### src/rtl/riscv_pkg.sv
// Shared fetch definitions: machine width, PC step, fetch FSM encoding and canonical NOP.
package riscv_pkg;

  localparam int unsigned XLEN    = 32;
  localparam int unsigned PC_STEP = 4;
  localparam logic [XLEN-1:0] NOP = 32'h0000_0013;

  typedef enum logic [1:0] {
    S_START = 2'd0,
    S_RUN   = 2'd1,
    S_HALT  = 2'd2
  } fetch_state_t;

endpackage

### src/rtl/fetch_fifo.sv
// Two-entry FIFO of packed {pc, instr} words between the memory read port and decode.
module fetch_fifo #(
  parameter int unsigned W = 64
) (
  input  logic         clk_i,
  input  logic         rst_ni,
  input  logic         push,
  input  logic         pop,
  input  logic         flush,
  input  logic [W-1:0] data,
  output logic [1:0]   count,
  output logic [W-1:0] head
);

  logic [W-1:0] mem [2];
  logic         wr_ptr;
  logic         rd_ptr;
  logic         do_push;
  logic         do_pop;

  always_comb begin
    do_pop  = pop && (count != 2'd0);
    do_push = push && ((count < 2'd2) || do_pop);
    head    = mem[rd_ptr];
  end

  always_ff @(posedge clk_i or negedge rst_ni) begin
    if (!rst_ni) begin
      mem[0] <= '0;
      mem[1] <= '0;
      wr_ptr <= 1'b0;
      rd_ptr <= 1'b0;
      count  <= '0;
    end else if (flush) begin
      wr_ptr <= 1'b0;
      rd_ptr <= 1'b0;
      count  <= '0;
    end else begin
      if (do_push) begin
        mem[wr_ptr] <= data;
        wr_ptr      <= ~wr_ptr;
      end
      if (do_pop) rd_ptr <= ~rd_ptr;
      case ({do_push, do_pop})
        2'b10:   count <= count + 2'd1;
        2'b01:   count <= count - 2'd1;
        default: count <= count;
      endcase
    end
  end

endmodule

### src/rtl/instr_fetch.sv
// Instruction fetch: PC, one read per cycle, 2-entry buffer toward decode, redirects.
// Optional FETCH_ALIGN_CHECK_EN: misaligned redirect target raises a sticky fault and halts.
module instr_fetch
  import riscv_pkg::*;
#(
  parameter int unsigned      WIDTH    = XLEN,
  parameter int unsigned      DEPTH    = 10,
  parameter logic [WIDTH-1:0] RESET_PC = '0
) (
  input  logic             clk_i,
  input  logic             rst_ni,
  output logic             re_o,
  output logic [DEPTH-1:0] addread_o,
  input  logic [WIDTH-1:0] datoread_i,
  input  logic             redirect_i,
  input  logic [WIDTH-1:0] redirect_pc_i,
  output logic             instr_valid_o,
  input  logic             instr_ready_i,
  output logic [WIDTH-1:0] instr_o,
  output logic [WIDTH-1:0] pc_o,
  output logic             fault_o
);

  fetch_state_t       state;
  logic [WIDTH-1:0]   pc;
  logic               fault_q;
  logic [1:0]         count;
  logic [2*WIDTH-1:0] head;
  logic               pop;
  logic               issue;
  logic               redirect;
  logic               misaligned;
  logic [WIDTH-1:0]   aligned_pc;

  always_comb begin
    redirect   = redirect_i && (state != S_HALT);
    aligned_pc = redirect_pc_i & ~WIDTH'(3);
`ifdef FETCH_ALIGN_CHECK_EN
    misaligned = redirect && (redirect_pc_i[1:0] != 2'b00);
`else
    misaligned = 1'b0;
`endif
    instr_valid_o = (state != S_HALT) && (count != 2'd0);
    pop           = instr_valid_o && instr_ready_i;
    // A same-cycle pop frees a slot, so a full buffer still sustains one fetch per cycle.
    issue         = (state == S_RUN) && ((count < 2'd2) || pop) && !redirect_i;
    re_o          = issue;
    addread_o     = pc[DEPTH+1:2];
    {pc_o, instr_o} = instr_valid_o ? head : '0;
    fault_o       = fault_q;
  end

  always_ff @(posedge clk_i or negedge rst_ni) begin
    if (!rst_ni) begin
      state   <= S_START;
      pc      <= RESET_PC;
      fault_q <= 1'b0;
    end else if (misaligned) begin
      // Keep the unmasked target in pc for debug.
      state   <= S_HALT;
      fault_q <= 1'b1;
      pc      <= redirect_pc_i;
    end else begin
      if (state == S_START) state <= S_RUN;
      if (redirect)         pc <= aligned_pc;
      else if (issue)       pc <= pc + WIDTH'(PC_STEP);
    end
  end

  fetch_fifo #(
    .W(2 * WIDTH)
  ) u_fifo (
    .clk_i (clk_i),
    .rst_ni(rst_ni),
    .push  (issue),
    .pop   (pop),
    .flush (redirect),
    .data  ({pc, datoread_i}),
    .count (count),
    .head  (head)
  );

endmodule

### config.mk
export PLATFORM = sky130hd
export DESIGN_NAME = instr_fetch
export DESIGN_NICKNAME = d
export VERILOG_FILES = /design/src/rtl/riscv_pkg.sv /design/src/rtl/fetch_fifo.sv /design/src/rtl/instr_fetch.sv
export SDC_FILE = /design/constraint.sdc
export NUM_CORES = 1
export LEC_CHECK = 0
export ABC_AREA = 0
export CAP_MARGIN = 20
export CORE_MARGIN = 5
export CORE_UTILIZATION = 40
export DETAILED_ROUTE_END_ITERATION = 8
export SKIP_CTS_REPAIR_TIMING = 1
export SYNTH_ARGS = -nofsm -noshare
export SYNTH_HDL_FRONTEND = slang
export SYNTH_SLANG_ARGS = --single-unit
export TNS_END_PERCENT = 1
### constraint.sdc
create_clock -name clk_i -period 2.38 [get_ports clk_i]
set_clock_uncertainty 0.05 [all_clocks]
set_input_delay 0.476 -clock clk_i [delete_from_list [all_inputs] [get_ports clk_i]]
set_output_delay 0.476 -clock clk_i [all_outputs]
set_load 0.05 [all_outputs]
* Yosys cells after proc, flatten, opt, wreduce, memory -nomap -nowiden
Cells that the tools add are included.
** Storage, ports and cells
- Bits in registers :: 165
- Input port bits :: 68
- Output and inout port bits :: 77
- Word-level logic and storage cells :: 52
** Cells by class
- Add/subtract/negate cells :: 3
- Magnitude comparators :: 4
- Equality and inequality tests :: 2
- Multiplexer cells :: 15
- Bitwise operators :: 5
- Reductions and logical operators :: 16
** Operators by type and width (number)
- 64-bit two-way mux :: 5
- 128-bit bitwise mux :: 1
- 64-bit demux with 1-bit select :: 1
- 32-bit two-way mux :: 2
- 32-bit by 3-bit adder with 32-bit output (second input constant) :: 1
- 2-bit nonzero test :: 4
- 1-bit logical AND :: 6
- 2-bit >= comparator (second input constant) :: 2
- 1-bit two-way mux :: 4
- 1-bit NOT with 2-bit output :: 2
- 2-bit case mux with 2 select lines :: 1
- 1-bit NOT :: 3
- 3-bit nonzero test :: 1
- 2-bit by 1-bit adder with 2-bit output (second input constant) :: 1
- 2-bit by 1-bit == test with 1-bit output (second input constant) :: 1
- 2-bit == test (second input constant) :: 1
- 2-bit logical NOT :: 1
- 1-bit logical OR :: 2
- 2-bit by 1-bit less-than comparator with 1-bit output (second input constant) :: 1
- 2-bit less-than comparator (second input constant) :: 1
- 2-bit two-way mux :: 1
- 2-bit AND reduction :: 1
- 2-bit by 1-bit subtractor with 2-bit output (second input constant) :: 1
- 1-bit logical NOT :: 1

* Logic depth before layout (Yosys ltp)
- Word-level depth :: 9
- Depth in mapped cells :: 6

* Modules after synthesis
A second synthesis with hierarchy kept.
** Second synthesis, totals
- Cells, all modules :: 677
- Area, all modules :: 8466.9 sq um
** Modules (own cells, without submodules)
- fetch_fifo :: times used 1, cells each 364, area an instance 6022.0 sq um
- instr_fetch :: times used 1, cells each 313, area an instance 2444.8 sq um

* Worst setup path after synthesis
OpenSTA, ideal clock, no wires.
- Path kind :: in2reg
- Start point :: input port redirect_i
- End point :: register u_fifo.mem[0] (netlist bit)
- Setup time :: 125 ps
- Arrival :: 2732 ps
- Slack :: -527 ps
- Stages on the path :: 5
- Path buffers :: 2
- Cell sequence :: clkbuf_1 -> nor3_1 -> nand2_1 -> buf_2 -> mux2_2
** On the way
- Word-level cells in the longest chain between the ends :: 4
- Elaborated cells between the ends (all ways) :: 5
- Classes of those cells :: bitwise (1); reduce/logical (4)
** RTL lines
- start: declaration :: RTL line instr_fetch.sv:15 : input logic redirect_i,
- 1-bit logical NOT :: RTL line instr_fetch.sv:46 : issue = (state == S_RUN) && ((count < 2'd2) || pop) && !redirect_i;
- 1-bit logical AND :: RTL line instr_fetch.sv:46
- via re_o :: RTL line instr_fetch.sv:12 : output logic re_o,
- 1-bit logical AND :: RTL line fetch_fifo.sv:23 : do_push = push && ((count < 2'd2) || do_pop);
- 2-bit AND reduction (no source line)
- end signal: indexed assignment :: RTL line fetch_fifo.sv:40 : mem[wr_ptr] <= data;
- end: declaration :: RTL line fetch_fifo.sv:15 : logic [W-1:0] mem [2];
The timed path passes the listed nets, and every way through them passes these cells.
A chain may end at the register's enable or synchronous reset.

* Final worst setup path
- Start point :: register pc[8]
- End point :: output port addread_o[6]
** RTL lines
- start: declaration :: RTL line instr_fetch.sv:25 : logic [WIDTH-1:0] pc;
- start signal: assignment :: RTL line instr_fetch.sv:62 : pc <= redirect_pc_i;
- start signal: assignment :: RTL line instr_fetch.sv:65 : if (redirect) pc <= aligned_pc;
- start signal: assignment :: RTL line instr_fetch.sv:66 : else if (issue) pc <= pc + WIDTH'(PC_STEP);
- end: declaration :: RTL line instr_fetch.sv:13 : output logic [DEPTH-1:0] addread_o,
No word-level cell between the ends.

==> qor_table.md <==
| Parameter | Value | Unit |
|:---|:---|:---|
| Seq. cell area | 0.00398 | mm² |
| Largest net degree at the start of global routing | 50 | - |
| Overflow after GRT | 0 | - |
| Net load switching power | 2.92 | mW |
| Mapped Cells | 664 | - |
| Count of filler cells inserted in the layout | 1590 | - |
| TritonRoute pass-1 iters | 4 | - |
| TritonCTS clock tree | built | - |
| Boundary pin count | 145 | - |
| Predominant post-synthesis flop cell | dfrtp_1 | - |
| Worst EP required | 1.85 | ns |
| Arrival time reported for the critical path endpoint | 1.76 | ns |
| Class of the tightest hold or removal check | register to register | - |
| Clock Pin Slew Worst Setup and Hold Paths | 0.06 | ns |
| Horiz. Die Dim | 149 | µm |
| Fraction of power spent switching nets | 0.309 | - |
| Standard-cell rows | 50 | - |
| Overall track demand over capacity in global routing | 0.179 | - |
| Number of global-route vias before repair | 6064 | - |
| Routability congestion estimate | 0.833 | - |
| Total die area | 0.0222 | mm² |
| Detail-routed via count per cell | 5.24 | - |
| Num Clock Sinks | 159 | - |
| Met3 routed WL | 699 | µm |
| Starting Density | 0.410 | - |
| Clock latency reported for the late side of the worst-skew pair | 0.42 | ns |
| Pin slew with the least headroom to its limit | 0.549 | ns |
| Buffer and inverter count on the worst path | 1 | - |
| Die span in y | 149 | µm |
| Number of buffers created by CTS | 17 | - |
| Clock buffer depth | 2 | - |
| Biggest area consumer among synthesized cells | dfrtp_1 | - |
| Diode count | 0 | - |
| Total routed wire length on the met1 layer | 8470 | µm |
| Setup violations, final | 0 | - |
| Number of flops mapped to enable cells by yosys | 0 | - |
| Area contributors post-synth | dfrtp_1 (52%), mux2_2 (18%), mux2i_1 (8.2%), nor2_1 (4.3%), or4_1 (1.7%) | - |
| Number of synthesized register bits | 159 | - |
| Yosys synthesis warning count | 0 | - |
| Detail Route met2 WL | 9630 | µm |
| Comb pwr share | 0.289 | - |
| Max capacitance violation total | 0 | - |
| Startpoint Class | register | - |
| Headroom to the max-slew limit | 0.634 | - |
| Clock Root Buffer | clkbuf_16 | - |
| Distinct cells, synth | 46 | - |
| Async SR Flop Fraction | 1.00 | - |
| Placed cells | 1045 | - |
| Final std cell area, no fill | 0.0104 | mm² |
| First-pass GRT wire length | 31600 | µm |
| Final standard cell count with taps included and fillers excluded | 1077 | - |
| Mapped cell area | 0.00771 | mm² |
| Post-synthesis area per instance | 11.6 | µm² |
| Area Growth Syn to Fin | 35.0 | % |
| # nets final | 874 | - |
| Power density over cell area | 909 | mW/mm² |
| Crit-path leading delay family | buffers and inverters | - |
| Top fanout value on the critical path | 7 | - |
| IR Drop Worst-Case VDD | 0.501 | mV |
| Number of H-tree branching levels | 4 | - |
| Sequential power share | 0.404 | - |
| Port Buffer Count | 139 | - |
| Number of routed nets with antenna violations | 0 | - |
| Number of violations reported at the end of detailed-routing iteration 0 | 240 | - |
| Post-synth top area share | 0.516 | - |
| Hold Slack | 0.452 | ns |
| Sequential fraction of the synthesis area | 0.516 | - |
| Highest metal layer with signal wires | met4 | - |
| DRC Markers | 0 | - |
| P_leak | 4.32 | nW |
| Internal cell power | 6.54 | mW |
| Area inside the core boundary | 0.0188 | mm² |
| Footprint of the multi-input gates | 0.00345 | mm² |
| Cell area after placement | 0.00976 | mm² |
| Unrepaired setup endpoints after global routing | no | - |
| Final number of max-transition violations | 0 | - |
| Dominant cell by count in the synthesized netlist | dfrtp_1 | - |
| Standard cell with the maximum stage delay on the critical path | clkdlybuf4s50_1 | - |
| Part of the cycle the worst path needs | 0.960 | - |
| Initial antenna violation count | 0 | - |
| Fraction of layout instances using a drive strength above 1 | 0.319 | - |
| Final Hold Violating Endpoints | 0 | - |
| Max incr delay on CP | 0.88 | ns |
| Clock network fraction of total power | 0.308 | - |
| Ordered list of cells on the worst path | clkdlybuf4s50_1 | - |
| Total vias in the final route | 5648 | - |
| Sum of routed wire length over all layers | 19100 | µm |
| Result of the run | finished clean | - |
| Minimum clock period | 2.28 | ns |
| Setup CP Type | register to primary output | - |
| Ranking of synthesized cells by instance count | dfrtp_1 (159), mux2_2 (122), nor2_1 (89) | - |
| Per-cell routed wire length | 17.8 | µm |
| Final HPWL DP | 13500 | µm |
| Peak Freq | 438 | MHz |
| Crit. End Element | primary output | - |
## logic make-up (layout without fill, tap and decap cells)
group | count (synthesis) | in the layout | synth area share
multiplexers | 187 | 187 | 0.263
other | 2 | 4 | 0.000974
XOR/XNOR | 10 | 10 | 0.0114
AO/OA/AOI/OAI | 53 | 53 | 0.0464
AND/OR/NAND/NOR | 187 | 187 | 0.121
adder cells (fa/ha/maj) | 1 | 1 | 0.00162
buffers and inverters | 65 | 216 | 0.0402
flip-flops | 159 | 159 | 0.516
## stage by stage
step                      total power [mW]  setup TNS (ns)  utilization  setup WS [ns]
after floorplan                       5.56          -0.927            -        -0.0155
after global placement                6.51               0        0.518         0.0462
after CTS                             9.56               0        0.552        0.00847
final                                 9.47               0        0.553         0.0955
after detailed placement              6.63          -0.107        0.518        -0.0145
after global routing                  9.96               0        0.553        0.00598
## final timing paths
check	startpoint	end	slack, ns	cells past startpoint
hold / removal	u_fifo.mem[71]$_DFFE_PN0P_	u_fifo.mem[71]$_DFFE_PN0P_	0.45	1
setup reg to reg	pc[12]$_DFFE_PN0N_	pc[23]$_DFFE_PN0N_	0.28	4
setup / recovery	pc[8]$_DFFE_PN0N_	addread_o[6]	0.1	1
min in group asynchronous	rst_ni	pc[13]$_DFFE_PN0N_	0.52	2
hold reg to reg	u_fifo.mem[71]$_DFFE_PN0P_	u_fifo.mem[71]$_DFFE_PN0P_	0.45	1
max in group asynchronous	rst_ni	u_fifo.mem[125]$_DFFE_PN0P_	1.02	3
## registers in the layout, summed over array words and instances, names as in the netlist
| signal | cells |
|---|---|
| u_fifo.mem | 124 |
| u_fifo.wr_ptr | 1 |
| u_fifo.count | 2 |
| pc | 30 |
| state | 1 |
| u_fifo.rd_ptr | 1 |
## metal layers
metal,track usage,up-vias
met2,0.302,112
met4,0.0613,0
met5,0,-
met3,0.0346,19
met1,0.232,2862
li1,-,2655
## layout by cell type (no fill, tap or decap), types with 15 or more instances in the layout
master	instances
or4_1	17
mux2_2	122
buf_12	38
dfrtp_1	158
buf_4	60
clkbuf_16	17
a31oi_1	17
nor2_1	88
nand4_1	15
o31ai_1	15
mux2i_1	63
clkdlybuf4s50_1	71
nand2_1	24
## power groups by stage
stage	Sequential, mW	Combinational, mW	Clock, mW
2_1_floorplan	3.73	1.83	0
3_3_place_gp	3.81	2.70	0
3_5_place_dp	3.87	2.76	0
4_1_cts	3.82	2.77	2.97
5_1_grt	3.92	2.94	3.11
6_report	3.82	2.73	2.91
## layout make-up
class / instances / area share
Sequential cell: 159 / 0.382
Multi-Input combinational cell: 442 / 0.331
Timing Repair Buffer: 174 / 0.190
Clock buffer: 19 / 0.0435
Tap cell: 260 / 0.0312
Clock inverter: 12 / 0.0177
Inverter: 11 / 0.00396
## worst reg2reg max path, delay by kind of cell, from the launching register on
family          cells  cell delay, ns
simple gates        3            1.36
compound gates      1            0.18
flops               1            0.44
No activity file was read; power rests on OpenSTA's default activity.
